===== config.mk =====
export PLATFORM = sky130hd
export DESIGN_NAME = mem_arbiter_flat
export DESIGN_NICKNAME = d
export VERILOG_FILES = /design/src/rtl/mem_arbiter_if.sv /design/src/rtl/mem_arbiter.sv /design/src/flat_wrapper.sv
export SDC_FILE = /design/constraint.sdc
export NUM_CORES = 1
export LEC_CHECK = 0
export CAP_MARGIN = 20
export CELL_PAD_IN_SITES_DETAIL_PLACEMENT = 2
export CELL_PAD_IN_SITES_GLOBAL_PLACEMENT = 2
export CORE_ASPECT_RATIO = 1.5
export CORE_MARGIN = 3
export CORE_UTILIZATION = 25
export DETAILED_ROUTE_END_ITERATION = 10
export DONT_BUFFER_PORTS = 1
export PLACE_DENSITY = 0.52
export RECOVER_POWER = 100
export SLEW_MARGIN = 30
export SYNTH_ARGS = -nofsm -noshare
export SYNTH_HDL_FRONTEND = slang
export SYNTH_SLANG_ARGS = --single-unit

===== constraint.sdc =====
create_clock -name clk -period 5.1 [get_ports clk]
set_input_delay 1.02 -clock clk [delete_from_list [all_inputs] [get_ports clk]]
set_output_delay 1.02 -clock clk [all_outputs]
set_load 0.01 [all_outputs]

===== src/rtl/mem_arbiter_if.sv =====
// Bundle of instruction port, data port and memory port signals for mem_arbiter.
// The slave modport is the arbiter's view; master is the core/memory side.
interface mem_arbiter_if #(
    parameter int unsigned DATA_WIDTH = 32
) ();
    logic                  i_req;
    logic [DATA_WIDTH-1:0] i_addr;
    logic                  i_ack;
    logic [DATA_WIDTH-1:0] i_rdata;

    logic                  d_req;
    logic                  d_we;
    logic [3:0]            d_be;
    logic [DATA_WIDTH-1:0] d_addr;
    logic [DATA_WIDTH-1:0] d_wdata;
    logic                  d_ack;
    logic [DATA_WIDTH-1:0] d_rdata;

    logic                  mem_req;
    logic                  mem_we;
    logic [3:0]            mem_be;
    logic [DATA_WIDTH-1:0] mem_addr;
    logic [DATA_WIDTH-1:0] mem_wdata;
    logic                  mem_ack;
    logic [DATA_WIDTH-1:0] mem_rdata;

    logic                  busy;
    logic                  err;

    modport slave (
        input  i_req, i_addr, d_req, d_we, d_be, d_addr, d_wdata, mem_ack, mem_rdata,
        output i_ack, i_rdata, d_ack, d_rdata, mem_req, mem_we, mem_be, mem_addr, mem_wdata,
        output busy, err
    );

    modport master (
        output i_req, i_addr, d_req, d_we, d_be, d_addr, d_wdata, mem_ack, mem_rdata,
        input  i_ack, i_rdata, d_ack, d_rdata, mem_req, mem_we, mem_be, mem_addr, mem_wdata,
        input  busy, err
    );
endinterface


===== src/rtl/mem_arbiter.sv =====
// Unified-memory arbiter: data-priority grants with a bounded data streak, req/ack ports.
// Define MEM_ARB_TIMEOUT_EN to abort memory accesses that never see mem_ack.
module mem_arbiter #(
    parameter int unsigned DATA_WIDTH     = 32,
    parameter int unsigned MAX_D_STREAK   = 4,
    parameter int unsigned TIMEOUT_CYCLES = 64
) (
    input logic          clk,
    input logic          rst,
    mem_arbiter_if.slave bus
);

    localparam int unsigned SW = $clog2(MAX_D_STREAK + 1);
    localparam logic [SW-1:0] STREAK_MAX = SW'(MAX_D_STREAK);

    localparam logic [1:0] S_IDLE  = 2'd0;
    localparam logic [1:0] S_MEM_I = 2'd1;
    localparam logic [1:0] S_MEM_D = 2'd2;
    localparam logic [1:0] S_RESP  = 2'd3;

    if (MAX_D_STREAK == 0 || TIMEOUT_CYCLES < 2) begin : g_param_check
        $fatal(1, "mem_arbiter: MAX_D_STREAK must be >0 and TIMEOUT_CYCLES >= 2");
    end

    logic [1:0]            r_state,     w_state_next;
    logic [SW-1:0]         r_streak,    w_streak_next;
    logic                  r_mem_req,   w_mem_req_next;
    logic                  r_mem_we,    w_mem_we_next;
    logic [3:0]            r_mem_be,    w_mem_be_next;
    logic [DATA_WIDTH-1:0] r_mem_addr,  w_mem_addr_next;
    logic [DATA_WIDTH-1:0] r_mem_wdata, w_mem_wdata_next;
    logic                  r_i_ack,     w_i_ack_next;
    logic                  r_d_ack,     w_d_ack_next;
    logic [DATA_WIDTH-1:0] r_i_rdata,   w_i_rdata_next;
    logic [DATA_WIDTH-1:0] r_d_rdata,   w_d_rdata_next;
    logic                  w_grant_d;
    logic                  w_in_mem;
    logic                  w_timeout;
    logic                  w_unused_addr_lsb;

    // Address LSBs are dropped: the memory is word-addressed on this side.
    assign w_unused_addr_lsb = ^{bus.i_addr[1:0], bus.d_addr[1:0]};

    assign w_in_mem  = (r_state == S_MEM_I) || (r_state == S_MEM_D);
    assign w_grant_d = bus.d_req && !(bus.i_req && (r_streak == STREAK_MAX));

`ifdef MEM_ARB_TIMEOUT_EN
    localparam int unsigned TW = $clog2(TIMEOUT_CYCLES + 1);

    logic [TW-1:0] r_timer;
    logic          r_err, w_err_next;

    assign w_timeout = w_in_mem && (r_timer == TW'(TIMEOUT_CYCLES - 1));

    // Timer is held at zero outside MEM_x, so it starts from zero on every entry.
    always_ff @(posedge clk or posedge rst) begin
        if (rst) begin
            r_timer <= '0;
            r_err   <= 1'b0;
        end else begin
            r_timer <= w_in_mem ? r_timer + TW'(1) : '0;
            r_err   <= w_err_next;
        end
    end

    assign bus.err = r_err;
`else
    assign w_timeout = 1'b0;
    assign bus.err   = 1'b0;
`endif

    always_comb begin
        w_state_next     = r_state;
        w_streak_next    = r_streak;
        w_mem_req_next   = r_mem_req;
        w_mem_we_next    = r_mem_we;
        w_mem_be_next    = r_mem_be;
        w_mem_addr_next  = r_mem_addr;
        w_mem_wdata_next = r_mem_wdata;
        w_i_ack_next     = r_i_ack;
        w_d_ack_next     = r_d_ack;
        w_i_rdata_next   = r_i_rdata;
        w_d_rdata_next   = r_d_rdata;
`ifdef MEM_ARB_TIMEOUT_EN
        w_err_next       = r_err;
`endif

        case (r_state)
            S_IDLE: begin
                if (bus.i_req || bus.d_req) begin
                    w_mem_req_next = 1'b1;
                    if (w_grant_d) begin
                        w_state_next     = S_MEM_D;
                        w_mem_addr_next  = {bus.d_addr[DATA_WIDTH-1:2], 2'b00};
                        w_mem_we_next    = bus.d_we;
                        w_mem_be_next    = bus.d_be;
                        w_mem_wdata_next = bus.d_wdata;
                        if (!bus.i_req) begin
                            w_streak_next = '0;
                        end else if (r_streak != STREAK_MAX) begin
                            w_streak_next = r_streak + SW'(1);
                        end
                    end else begin
                        w_state_next    = S_MEM_I;
                        w_mem_addr_next = {bus.i_addr[DATA_WIDTH-1:2], 2'b00};
                        w_mem_we_next   = 1'b0;
                        w_mem_be_next   = 4'hF;
                        w_streak_next   = '0;
                    end
                end
            end

            S_MEM_I, S_MEM_D: begin
                if (bus.mem_ack) begin
                    w_mem_req_next = 1'b0;
                    w_state_next   = S_RESP;
                    if (r_state == S_MEM_I) begin
                        w_i_ack_next   = 1'b1;
                        w_i_rdata_next = bus.mem_rdata;
                    end else begin
                        w_d_ack_next = 1'b1;
                        if (!r_mem_we) begin
                            w_d_rdata_next = bus.mem_rdata;
                        end
                    end
                end else if (w_timeout) begin
                    // Aborted fetch returns a NOP so the core can keep running.
                    w_mem_req_next = 1'b0;
                    w_state_next   = S_RESP;
`ifdef MEM_ARB_TIMEOUT_EN
                    w_err_next     = 1'b1;
`endif
                    if (r_state == S_MEM_I) begin
                        w_i_ack_next   = 1'b1;
                        w_i_rdata_next = DATA_WIDTH'(32'h0000_0013);
                    end else begin
                        w_d_ack_next = 1'b1;
                        if (!r_mem_we) begin
                            w_d_rdata_next = '0;
                        end
                    end
                end
            end

            default: begin
                w_i_ack_next = 1'b0;
                w_d_ack_next = 1'b0;
`ifdef MEM_ARB_TIMEOUT_EN
                w_err_next   = 1'b0;
`endif
                w_state_next = S_IDLE;
            end
        endcase
    end

    always_ff @(posedge clk or posedge rst) begin
        if (rst) begin
            r_state     <= S_IDLE;
            r_streak    <= '0;
            r_mem_req   <= 1'b0;
            r_mem_we    <= 1'b0;
            r_mem_be    <= 4'h0;
            r_mem_addr  <= '0;
            r_mem_wdata <= '0;
            r_i_ack     <= 1'b0;
            r_d_ack     <= 1'b0;
            r_i_rdata   <= '0;
            r_d_rdata   <= '0;
        end else begin
            r_state     <= w_state_next;
            r_streak    <= w_streak_next;
            r_mem_req   <= w_mem_req_next;
            r_mem_we    <= w_mem_we_next;
            r_mem_be    <= w_mem_be_next;
            r_mem_addr  <= w_mem_addr_next;
            r_mem_wdata <= w_mem_wdata_next;
            r_i_ack     <= w_i_ack_next;
            r_d_ack     <= w_d_ack_next;
            r_i_rdata   <= w_i_rdata_next;
            r_d_rdata   <= w_d_rdata_next;
        end
    end

    assign bus.mem_req   = r_mem_req;
    assign bus.mem_we    = r_mem_we;
    assign bus.mem_be    = r_mem_be;
    assign bus.mem_addr  = r_mem_addr;
    assign bus.mem_wdata = r_mem_wdata;
    assign bus.i_ack     = r_i_ack;
    assign bus.i_rdata   = r_i_rdata;
    assign bus.d_ack     = r_d_ack;
    assign bus.d_rdata   = r_d_rdata;
    assign bus.busy      = (r_state != S_IDLE);

endmodule


===== src/flat_wrapper.sv =====
// flat-port wrapper written by rule: the top's interface ports become plain ports
module mem_arbiter_flat 
#(
    parameter int unsigned DATA_WIDTH     = 32,
    parameter int unsigned MAX_D_STREAK   = 4,
    parameter int unsigned TIMEOUT_CYCLES = 64
)
  (clk, rst, bus_i_req, bus_i_addr, bus_d_req, bus_d_we, bus_d_be, bus_d_addr, bus_d_wdata, bus_mem_ack, bus_mem_rdata, bus_i_ack, bus_i_rdata, bus_d_ack, bus_d_rdata, bus_mem_req, bus_mem_we, bus_mem_be, bus_mem_addr, bus_mem_wdata, bus_busy, bus_err);
  mem_arbiter_if #(.DATA_WIDTH(DATA_WIDTH)) bus_i ();
  input logic clk;
  input logic rst;
  input wire logic [$bits(bus_i.i_req)-1:0] bus_i_req;
  input wire logic [$bits(bus_i.i_addr)-1:0] bus_i_addr;
  input wire logic [$bits(bus_i.d_req)-1:0] bus_d_req;
  input wire logic [$bits(bus_i.d_we)-1:0] bus_d_we;
  input wire logic [$bits(bus_i.d_be)-1:0] bus_d_be;
  input wire logic [$bits(bus_i.d_addr)-1:0] bus_d_addr;
  input wire logic [$bits(bus_i.d_wdata)-1:0] bus_d_wdata;
  input wire logic [$bits(bus_i.mem_ack)-1:0] bus_mem_ack;
  input wire logic [$bits(bus_i.mem_rdata)-1:0] bus_mem_rdata;
  output wire logic [$bits(bus_i.i_ack)-1:0] bus_i_ack;
  output wire logic [$bits(bus_i.i_rdata)-1:0] bus_i_rdata;
  output wire logic [$bits(bus_i.d_ack)-1:0] bus_d_ack;
  output wire logic [$bits(bus_i.d_rdata)-1:0] bus_d_rdata;
  output wire logic [$bits(bus_i.mem_req)-1:0] bus_mem_req;
  output wire logic [$bits(bus_i.mem_we)-1:0] bus_mem_we;
  output wire logic [$bits(bus_i.mem_be)-1:0] bus_mem_be;
  output wire logic [$bits(bus_i.mem_addr)-1:0] bus_mem_addr;
  output wire logic [$bits(bus_i.mem_wdata)-1:0] bus_mem_wdata;
  output wire logic [$bits(bus_i.busy)-1:0] bus_busy;
  output wire logic [$bits(bus_i.err)-1:0] bus_err;
  assign bus_i.i_req = bus_i_req;
  assign bus_i.i_addr = bus_i_addr;
  assign bus_i.d_req = bus_d_req;
  assign bus_i.d_we = bus_d_we;
  assign bus_i.d_be = bus_d_be;
  assign bus_i.d_addr = bus_d_addr;
  assign bus_i.d_wdata = bus_d_wdata;
  assign bus_i.mem_ack = bus_mem_ack;
  assign bus_i.mem_rdata = bus_mem_rdata;
  assign bus_i_ack = bus_i.i_ack;
  assign bus_i_rdata = bus_i.i_rdata;
  assign bus_d_ack = bus_i.d_ack;
  assign bus_d_rdata = bus_i.d_rdata;
  assign bus_mem_req = bus_i.mem_req;
  assign bus_mem_we = bus_i.mem_we;
  assign bus_mem_be = bus_i.mem_be;
  assign bus_mem_addr = bus_i.mem_addr;
  assign bus_mem_wdata = bus_i.mem_wdata;
  assign bus_busy = bus_i.busy;
  assign bus_err = bus_i.err;
  mem_arbiter #(.DATA_WIDTH(DATA_WIDTH), .MAX_D_STREAK(MAX_D_STREAK), .TIMEOUT_CYCLES(TIMEOUT_CYCLES)) u_core (.clk(clk), .rst(rst), .bus(bus_i));
endmodule

==> results.cfg <==
[floorplan]
fp.dieArea_mm2 = 0.0249
rows = 67
die_width_um = 130
die_height_um = 192
area_of_the_core_region_mm2 = 0.0225
boundaryPins = 276
initial_utilization_pct = 25.6

[timing]
timing.max_slew.rel_slack_pct = -29.0
slew_violations = 66
post-route-min-period_ps = 3390
hold_viol = 0
fmax_ghz = 0.295
clock-skew-final_ps = 15.9
final.setup.worst_slack_ps = 1710
hold_ws_ps = 538
timing_worst_slew_pin_value_ps = 1940
timing.final.setup_violations = 0
grt_setup_unrepaired = false
finalCritPeriodShare_pct = 66.4
total_neg_setup_slack_ps = 0

[logic_synthesis]
postSynthRegisterBits = 139
synthFlopType = sky130_fd_sc_hd__dfrtp_1
cell_area_synth_mm2 = 0.00575
synth_top_cell_area_share_pct = 60.5
synth.area.top_cells = sky130_fd_sc_hd__dfrtp_1 (61%), sky130_fd_sc_hd__mux2_2 (18%), sky130_fd_sc_hd__a31oi_1 (3.4%)
synth_most_common_cell = sky130_fd_sc_hd__dfrtp_1
syn_area_per_cell_um2 = 12.7
synth_enable_flop_cells = 0
ys_async_sr_fraction_pct = 100
ys_top_cells_by_count = sky130_fd_sc_hd__dfrtp_1 (139), sky130_fd_sc_hd__mux2_2 (94), sky130_fd_sc_hd__nor2_1 (42)
synth_area_leader_cell = sky130_fd_sc_hd__dfrtp_1
yosys_warnings = 0
synth-seq-area-share_pct = 60.5
netlist_instances = 454
number_of_distinct_library_cells_after_synthesis = 31

[grt]
global_route_overflow = 0
antenna_violations_before_repair = 0
maximum_number_of_pins_on_one_net_before_global_route_repair = 91
grt_pass1_wl_um = 23900
grt_pass1_vias = 4131
grt_overall_usage_pct = 12.7

[detailed_routing]
drt_pre_antenna_iters = 6
top_layer_used = met4
route.detailed.vias_per_inst = 4.95
met3_wirelength_um = 1850
post_dr_wirelength_cell_um = 21.8
route.detailed.drc = 0
route.antenna.remaining_nets = 0
wirelength_met1_um = 5560
sum_of_routed_wire_length_over_all_layers_um = 16000
routed-via-count = 3637
first_iter_violations = 74
wl_met2_um = 8280

[clocking]
clock-root-buffer = sky130_fd_sc_hd__clkbuf_16
clock_transition_time_at_the_flip_flop_clock_pins_of_the_worst_setup_and_hold_paths_ps = 60
cts_buffer_depth = 2
cts-resized-gates = 0
hold_buffers = 0
cts_sinks = 139
cts-buffers-inserted = 17
clock_network_latency_to_the_later_pin_of_the_worst_skew_pair_ps = 430
cts_htree_levels = 4
tritoncts_clock_tree = done
cts.repair_timing.setup_buffer_count = 0

[setup_path]
critical_path.max_fanout = 33
critical_path_class = flip-flop to flip-flop
critical_path_arrival_ps = 3690
critPathLaunchType = flip-flop
crit_required_ps = 5400
cp-end-kind = flip-flop

[placement]
dp_hpwl_um = 11300
place.detailed.instances = 702
gp_congestion = 0.709
port_buffers = 0
worst_slack_at_placement_ps = 1950

[status]
violations_in_the_final_reports = max-capacitance violations, max-slew violations
run_status = finished with violations

[min_path]
path_class_of_the_lowest_slack_min_delay_path = flip-flop to flip-flop

[cells_and_area]
layout.cells.non_filler = 735
layout-drive-gt1-share_pct = 29.0
finalNetCount = 589
flow.area_growth_from_synthesis_pct = 13.8

[pwr]
reported_leakage_power_nw = 2.70
cellPowerDensity_mw_per_mm2 = 733
ir_drop_uv = 245

[flow_run]
drv_cap = 2
[power breakdown]
group,total (mW),internal [mW],switching (mW)
clock,1.27,0.793,0.474
sequential,2.37,1.67,0.696
combinational,1.16,0.615,0.540
total,4.79,3.08,1.71
[placed cells by master, fill, tap and decap left out, types with 6 or more instances in the layout]
| cell | instances |
|---|---|
| sky130_fd_sc_hd__nor2_1 | 42 |
| sky130_fd_sc_hd__ha_1 | 6 |
| sky130_fd_sc_hd__inv_1 | 8 |
| sky130_fd_sc_hd__a21oi_1 | 8 |
| sky130_fd_sc_hd__nand2_1 | 6 |
| sky130_fd_sc_hd__nand3_1 | 33 |
| sky130_fd_sc_hd__dfrtp_1 | 139 |
| sky130_fd_sc_hd__o21ai_0 | 33 |
| sky130_fd_sc_hd__a31oi_1 | 31 |
| sky130_fd_sc_hd__mux2_2 | 94 |
| sky130_fd_sc_hd__clkbuf_16 | 17 |
[layout make-up]
class,instances,area (um^2)
Fill cell,2383,15900
Sequential cell,139,3480
Multi-Input combinational cell,274,2050
Clock buffer,21,460
Tap cell,276,345
Clock inverter,11,143
Inverter,10,42.5
Timing Repair Buffer,3,18.8
Antenna cell,1,2.50
[registers in the layout, summed over array words and instances, names as in the netlist]
| signal | count |
|---|---|
| u_core.r_state | 2 |
| u_core.bus.mem_req | 1 |
| u_core.bus.d_rdata | 32 |
| u_core.bus.mem_be | 4 |
| u_core.bus.mem_wdata | 32 |
| u_core.bus.mem_we | 1 |
| u_core.bus.i_ack | 1 |
| u_core.r_streak | 3 |
| u_core.bus.i_rdata | 32 |
| u_core.bus.mem_addr | 30 |
| u_core.bus.d_ack | 1 |
[path summary, 6_finish.rpt]
path,slack (ps),from,cells after the start,end
worst max-delay path,1710,u_core.r_streak[0]$_DFFE_PP0P_,5,u_core.bus.mem_wdata[18]$_DFFE_PP0P_
worst min-delay path,540,u_core.r_streak[0]$_DFFE_PP0P_,1,u_core.r_streak[0]$_DFFE_PP0P_
worst max register to register,1710,u_core.r_streak[0]$_DFFE_PP0P_,5,u_core.bus.mem_wdata[18]$_DFFE_PP0P_
worst min register to register,540,u_core.r_streak[0]$_DFFE_PP0P_,1,u_core.r_streak[0]$_DFFE_PP0P_
max in group asynchronous,3280,rst,2,u_core.bus.i_rdata[12]$_DFFE_PP0P_
min in group asynchronous,630,rst,1,u_core.bus.i_rdata[18]$_DFFE_PP0P_
[kinds of logic after synthesis]
| group | Yosys count | synth area share [%] |
|---|---|---|
| other | 1 | 0.0653 |
| muxes | 96 | 18.8 |
| buffers and inverters | 43 | 3.81 |
| adders and majority gates | 6 | 1.31 |
| AOI/OAI and AO/OA | 79 | 8.06 |
| and+or+nand+nor | 90 | 7.42 |
| DFF | 139 | 60.5 |
[critical path: stages (launching register included)]
cell and delay [ps]:
sky130_fd_sc_hd__dfrtp_1 390, sky130_fd_sc_hd__inv_1 60, sky130_fd_sc_hd__ha_1 230, sky130_fd_sc_hd__nand3_1 1060
sky130_fd_sc_hd__nand3_2 940, sky130_fd_sc_hd__mux2_2 580
[stage by stage]
| step | power, mW | utilization [%] | area, um^2 |
|---|---|---|---|
| 4_1_cts | 4.91 | 29.2 | 6560 |
| 6_report | 4.79 | 29.1 | 6540 |
| 5_1_grt | 5.14 | 29.1 | 6540 |
| 2_1_floorplan | 3.22 | - | 5750 |
| 3_5_place_dp | 3.60 | 26.5 | 5950 |
| 3_3_place_gp | 3.52 | 26.5 | 5950 |
[layer usage]
| layer | vias to the layer above | track usage (%) |
|---|---|---|
| li1 | 1580 | - |
| met1 | 1854 | 12.5 |
| met3 | 22 | 6.68 |
| met5 | - | 0 |
| met2 | 181 | 21.7 |
| met4 | 0 | 6.20 |
(Power assumes the default switching activity.)
